File: src/rtl/pipeline_exa_muldiv.sv
// Iterative RV64M multiply/divide unit for the EXA stage: one shift-add or
// restoring-division step per cycle, stalling the pipeline through busy.
module pipeline_exa_muldiv #(
  parameter int unsigned XLEN = 64
) (
  input  logic            clk,
  input  logic            reset,
  input  logic            flush,
  input  logic            start,
  input  logic [2:0]      op,
  input  logic            op_w,
  input  logic [XLEN-1:0] rs1_data,
  input  logic [XLEN-1:0] rs2_data,
  output logic            busy,
  output logic            done,
  output logic [XLEN-1:0] result
);

  localparam int unsigned WLEN = 32;
  localparam int unsigned CntW = $clog2(XLEN + 1);

  typedef enum logic [1:0] {StIdle, StCalc, StDone} state_e;

  state_e              state_q, state_d;
  logic [2*XLEN-1:0]   acc_q, acc_d;
  logic [XLEN-1:0]     b_q, b_d;
  logic [CntW-1:0]     cnt_q, cnt_d;
  logic [2:0]          op_q, op_d;
  logic                op_w_q, op_w_d;
  logic                neg_q, neg_d;
  logic [XLEN-1:0]     result_q, result_d;

  // Operand preparation at accept time
  logic            is_div, sgn_a, sgn_b, a_neg, b_neg, div0, ovf, illegal, neg_start;
  logic [XLEN-1:0] a_ext, b_ext, a_mag, b_mag, a_w_sx, most_neg;

  assign is_div = op[2];
  assign sgn_a  = op[2] ? ~op[0] : (op[1:0] != 2'b11);
  assign sgn_b  = op[2] ? ~op[0] : ~op[1];
  assign a_ext  = op_w ? {{(XLEN-WLEN){sgn_a & rs1_data[WLEN-1]}}, rs1_data[WLEN-1:0]}
                       : rs1_data;
  assign b_ext  = op_w ? {{(XLEN-WLEN){sgn_b & rs2_data[WLEN-1]}}, rs2_data[WLEN-1:0]}
                       : rs2_data;
  assign a_w_sx = {{(XLEN-WLEN){rs1_data[WLEN-1]}}, rs1_data[WLEN-1:0]};
  assign a_neg  = sgn_a & a_ext[XLEN-1];
  assign b_neg  = sgn_b & b_ext[XLEN-1];
  assign a_mag  = a_neg ? -a_ext : a_ext;
  assign b_mag  = b_neg ? -b_ext : b_ext;
  // Remainder follows the dividend sign; everything else is the sign product
  assign neg_start = (is_div & op[1]) ? a_neg : (a_neg ^ b_neg);

  assign most_neg = op_w ? {{(XLEN-WLEN+1){1'b1}}, {(WLEN-1){1'b0}}}
                         : {1'b1, {(XLEN-1){1'b0}}};
  assign div0     = is_div & (b_ext == '0);
  assign ovf      = is_div & ~op[0] & (a_ext == most_neg) & (b_ext == '1);
  assign illegal  = op_w & ~op[2] & (op[1:0] != 2'b00);

  // One iteration step; acc holds {hi, lo} for both multiply and divide
  logic [XLEN:0]     mul_sum, div_r, div_diff;
  logic              div_ge;
  logic [2*XLEN-1:0] step_acc;

  assign mul_sum  = {1'b0, acc_q[2*XLEN-1:XLEN]} + (acc_q[0] ? {1'b0, b_q} : '0);
  assign div_r    = {acc_q[2*XLEN-1:XLEN], acc_q[XLEN-1]};
  assign div_diff = div_r - {1'b0, b_q};
  assign div_ge   = ~div_diff[XLEN];
  assign step_acc = op_q[2]
                  ? {(div_ge ? div_diff[XLEN-1:0] : div_r[XLEN-1:0]), acc_q[XLEN-2:0], div_ge}
                  : {mul_sum, acc_q[XLEN-1:1]};

  // Result formation from the final step
  logic [2*XLEN-1:0] prod, prod_s;
  logic [XLEN-1:0]   dv, dv_s, full, final_res;

  // A W multiply leaves its 64-bit product shifted up by 32 after 32 steps
  assign prod   = op_w_q ? {{XLEN{1'b0}}, step_acc[XLEN+WLEN-1:WLEN]} : step_acc;
  assign prod_s = neg_q ? -prod : prod;
  assign dv     = op_q[1] ? step_acc[2*XLEN-1:XLEN] : step_acc[XLEN-1:0];
  assign dv_s   = neg_q ? -dv : dv;
  assign full   = op_q[2] ? dv_s
                : ((op_q[1:0] == 2'b00) ? prod_s[XLEN-1:0] : prod_s[2*XLEN-1:XLEN]);
  assign final_res = op_w_q ? {{(XLEN-WLEN){full[WLEN-1]}}, full[WLEN-1:0]} : full;

  always_comb begin
    state_d  = state_q;
    acc_d    = acc_q;
    b_d      = b_q;
    cnt_d    = cnt_q;
    op_d     = op_q;
    op_w_d   = op_w_q;
    neg_d    = neg_q;
    result_d = result_q;
    if (flush) begin
      state_d = StIdle;
    end else begin
      unique case (state_q)
        StIdle: begin
          if (start) begin
            op_d   = op;
            op_w_d = op_w;
            neg_d  = neg_start;
            cnt_d  = op_w ? CntW'(WLEN) : CntW'(XLEN);
            if (is_div) begin
              b_d   = b_mag;
              acc_d = {{XLEN{1'b0}},
                       (op_w ? {a_mag[WLEN-1:0], {(XLEN-WLEN){1'b0}}} : a_mag)};
            end else begin
              b_d   = a_mag;
              acc_d = {{XLEN{1'b0}}, b_mag};
            end
            if (illegal) begin
              result_d = '0;
              state_d  = StDone;
            end else if (div0) begin
              result_d = op[1] ? (op_w ? a_w_sx : rs1_data) : '1;
              state_d  = StDone;
            end else if (ovf) begin
              result_d = op[1] ? '0 : a_ext;
              state_d  = StDone;
            end else begin
              state_d = StCalc;
            end
          end
        end
        StCalc: begin
          acc_d = step_acc;
          cnt_d = cnt_q - CntW'(1);
          if (cnt_q == CntW'(1)) begin
            result_d = final_res;
            state_d  = StDone;
          end
        end
        StDone:  state_d = StIdle;
        default: state_d = StIdle;
      endcase
    end
  end

  always_ff @(posedge clk) begin
    if (reset) begin
      state_q  <= StIdle;
      acc_q    <= '0;
      b_q      <= '0;
      cnt_q    <= '0;
      op_q     <= '0;
      op_w_q   <= 1'b0;
      neg_q    <= 1'b0;
      result_q <= '0;
    end else begin
      state_q  <= state_d;
      acc_q    <= acc_d;
      b_q      <= b_d;
      cnt_q    <= cnt_d;
      op_q     <= op_d;
      op_w_q   <= op_w_d;
      neg_q    <= neg_d;
      result_q <= result_d;
    end
  end

  assign busy   = ((state_q == StIdle) & start & ~flush) | (state_q == StCalc);
  assign done   = (state_q == StDone);
  assign result = result_q;

endmodule

File: config.mk
export PLATFORM = sky130hd
export DESIGN_NAME = pipeline_exa_muldiv
export DESIGN_NICKNAME = d
export VERILOG_FILES = /design/src/rtl/pipeline_exa_muldiv.sv
export SDC_FILE = /design/constraint.sdc
export NUM_CORES = 2
export LEC_CHECK = 0
export CORE_UTILIZATION = 40
export CTS_BUF_LIST = sky130_fd_sc_hd__clkbuf_8
export CTS_CLUSTER_DIAMETER = 120
export DETAILED_ROUTE_END_ITERATION = 7
export MAX_ROUTING_LAYER = met4
export SYNTH_ARGS = -nofsm -noshare
export SYNTH_HDL_FRONTEND = slang
export SYNTH_SLANG_ARGS = --single-unit
File: constraint.sdc
create_clock -name clk -period 21.5 [get_ports clk]
set_clock_uncertainty 0.2 [all_clocks]
set_input_delay 4.3 -clock clk [delete_from_list [all_inputs] [get_ports clk]]
set_output_delay 4.3 -clock clk [all_outputs]
set_load 0.01 [all_outputs]
==> flow_metrics.py <==
metrics = {
    "clock_tree": {
        "htree_levels": 2,
        "clkSlewWorstSetupHoldPaths_ps": 70,
        "clock_path_buffers": 3,
        "root_buffer": "clkbuf_8",
        "cts_setup_buffers": 0,
        "clock_latency_ps": 780,
        "cts_buffers": 54,
        "cts_tree": "done",
        "hold_buffers": 0,
        "cts.sinks": 270,
        "cts_resized": 0,
    },
    "timing": {
        "hold_ws_ps": 261.1,
        "setup_viol": 0,
        "hold_violations": 0,
        "grt_setup_unrepaired": "false",
        "timing.fmax_mhz": 89.10,
        "min_period_over_period_pct": 52.20,
        "finalCriticalPeriod_ps": 11220,
        "fin_setup_tns_ps": 0,
        "finalMaxSlewViolations": 0,
        "worst_slew_pin_slew_ps": 1364,
        "max_slew_margin_pct": 8.081,
    },
    "worst_setup_path": {
        "cp_max_fo": 28,
        "crit_type": "in -> out",
        "rr_worst_depth": 23,
        "rr_endpoint": "result[62]",
        "rr_startpoint": "acc_q[63]",
        "reg2reg_slack_ps": 11630,
        "crit_path_end_kind": "output port",
        "cp.arrival_ps": 6720,
        "worstSetupStartpointType": "input pin",
        "crit_chain": "clkdlybuf4s50_1 > nor2_1 > nand3_4 > nand2_1 > clkdlybuf4s50_1",
        "slowest_delay_ps": 590,
        "cpMaxStageDelayCell": "clkdlybuf4s50_1",
        "cp_common_cell": "clkdlybuf4s50_1",
        "cp.required_ps": 17000,
    },
    "die": {
        "dieWidth_um": 311.2,
        "initial_utilization_pct": 40.31,
        "core_area_sq_um": 94870,
        "core.rowCount": 113,
        "dieHeight_um": 311.2,
        "boundaryPins": 202,
        "dieArea_sq_um": 96840,
    },
    "logic_synthesis": {
        "synth_edf_count": 0,
        "synth_cell_type_count": 118,
        "yosys_warnings": 0,
        "synthesis.area_sq_um": 38240,
        "async_flop_share_pct": 0,
        "syn_inst": 5754,
        "synth_ff_type": "dfxtp_1",
        "syn_nets": 6027,
        "synth-seq-cells": 270,
        "synth-seq-area-share_pct": 14.14,
        "syn_avg_cell_area_sq_um": 6.646,
    },
    "finish": {
        "drive_above_1_share_pct": 7.868,
        "final_nets": 6013,
        "seq_area_sq_um": 5421,
        "num-fill-cells": 10050,
        "fin_area_sq_um": 42730,
        "multi_input_area_sq_um": 30710,
        "syn2layout_area_growth_pct": 11.76,
    },
    "global_route": {
        "antenna_found_initial": 24,
        "grt_max_degree": 115,
        "grt_usage_pct": 49.96,
        "grt_pass1_wl_mm": 340.0,
        "grt_pass1_vias": 44160,
        "grt-ovfl-total": 0,
    },
    "route": {
        "drt-initial-drc-count": 7994,
        "vias": 49190,
        "dr.pass1.iters": 8,
        "drt-wirelength-per-cell_um": 34.78,
        "wl_mm": 245.7,
        "via_per_inst": 6.963,
        "drtAntennaViolNets": 0,
        "drc_errors": 0,
    },
    "placement": {
        "placed_area_sq_um": 41500,
        "hpwl_mm": 196.6,
        "io_buffers": 201,
        "gp_congestion": 1.109,
    },
    "worst_hold_path": {
        "holdCritStartpoint": "b_q[9]",
        "holdPathStages": 2,
        "hp-class": "reg -> reg",
        "holdPathEnd": "b_q[9]",
    },
    "power_and_ir_drop": {
        "vdd_drop_max_mv": 0.04885,
        "p_total_mw": 2.257,
        "p_leak_nw": 15.68,
        "powerDensity_nw_per_um2": 52.82,
    },
    "outcome": {
        "status": "completed",
    },
    "run": {
        "max_cap_violations": 0,
    },
}
power by group:
| part | internal (mW) | leakage, nW | switching, mW |
|---|---|---|---|
| Clock | 0.334 | 0.670 | 0.287 |
| Combinational | 0.310 | 12.8 | 0.760 |
| Sequential | 0.525 | 2.20 | 0.0411 |
| Total | 1.17 | 15.7 | 1.09 |
cells in the final DEF, fill, tap and decap left out, types with 59 or more instances in the layout:
| cell | netlist | layout |
|---|---|---|
| buf_4 | 7 | 161 |
| and2_1 | 106 | 106 |
| nor2_1 | 685 | 679 |
| o211ai_1 | 165 | 165 |
| mux2_2 | 71 | 71 |
| nand3_1 | 120 | 119 |
| mux2i_1 | 122 | 121 |
| nand4_1 | 92 | 92 |
| a211oi_1 | 143 | 136 |
| xnor2_1 | 168 | 168 |
| o31ai_1 | 59 | 59 |
| nor4_1 | 68 | 65 |
| inv_1 | 143 | 157 |
| o21ai_0 | 364 | 362 |
| a31oi_1 | 74 | 74 |
| ha_1 | 135 | 135 |
| dfxtp_1 | 270 | 265 |
| clkdlybuf4s50_1 | 0 | 198 |
| a21oi_1 | 578 | 577 |
| nor3_1 | 192 | 190 |
| nand2_1 | 676 | 676 |
| xor2_1 | 131 | 131 |
| a21o_1 | 66 | 66 |
| clkbuf_8 | 0 | 68 |
state kept, by name, indices dropped and copies added (netlist names):
register / cells
cnt_q: 7
op_q: 3
acc_q: 128
b_q: 64
op_w_q: 1
result: 64
neg_q: 1
state_q: 2
cell usage after synthesis, types with 48 or more instances:
library cell	n	share of area (%)
o211ai_1	165	3.2
nand3_1	120	1.6
a21oi_1	578	7.6
inv_1	143	1.4
nand4_1	92	1.5
a21o_1	66	1.3
nor3_1	192	2.5
a211oi_1	143	2.8
nand2_1	676	6.6
xor2_1	131	3.0
a31oi_1	74	1.2
nor4_1	68	1.1
clkbuf_1	321	3.2
and2_1	106	1.7
a22oi_1	53	1.0
o21ai_0	364	4.8
or3_1	50	0.82
ha_1	135	4.4
buf_1	50	0.49
mux2i_1	122	3.2
mux2_2	71	2.1
dfxtp_1	270	14
buf_2	48	0.63
o31ai_1	59	1.2
xnor2_1	168	3.8
nor2_1	685	6.7
critical path, delay by kind of cell:
family | cells | cell delay, ps
buffers and inverters | 2 | 1080
and+or+nand+nor | 3 | 1330
per-stage QoR:
step,setup WS [ps],util (%),instances
3_3_place_gp,10330,43.74,6949
6_report,10280,45.05,7064
3_5_place_dp,10320,43.74,6949
2_1_floorplan,11820,-,5754
4_1_cts,10290,45.00,7048
5_1_grt,10220,45.04,7063
routing by layer:
metal / GRT usage, % / vias up / part of all wire (%)
met3: 11.46 / 735 / 12
met2: 69.05 / 3501 / 40
met4: 35.10 / 0 / 8.5
li1: - / 21430 / -
met1: 63.62 / 23520 / 39
met5: - / - / 0
kinds of logic (layout without fill, tap and decap cells):
kind of cell | Yosys count | in the layout | share of synthesized area, %
other | 0 | 16 | 0
buffers and inverters | 578 | 607 | 6.017
and+or+nand+nor | 2244 | 2244 | 27.63
DFF | 270 | 270 | 14.14
AOI/OAI and AO/OA | 2005 | 2005 | 34.59
xor gates and xnor gates | 299 | 299 | 6.848
muxes | 203 | 203 | 5.785
adders and majority gates | 155 | 155 | 4.993
final cells by class:
cell class / instances / share of cell area, %
diodes: 16 / 0.09369
inverters: 146 / 1.285
flip-flops and latches: 270 / 12.69
multi-input cells: 4906 / 71.86
well taps: 1265 / 3.704
clock inverters: 31 / 0.6031
clock buffers: 68 / 2.190
repair buffers: 362 / 7.574
worst max-delay path by stage:
stage | from | endpoint | slack, ps | depth (start not counted)
2_1_floorplan | flush | busy | 11820 | 5
5_1_grt | flush | busy | 10220 | 5
3_5_place_dp | flush | busy | 10320 | 5
4_1_cts | flush | busy | 10290 | 5
3_3_place_gp | flush | busy | 10330 | 5
6_report | flush | busy | 10280 | 5
Power figures use the tool's default switching activity.
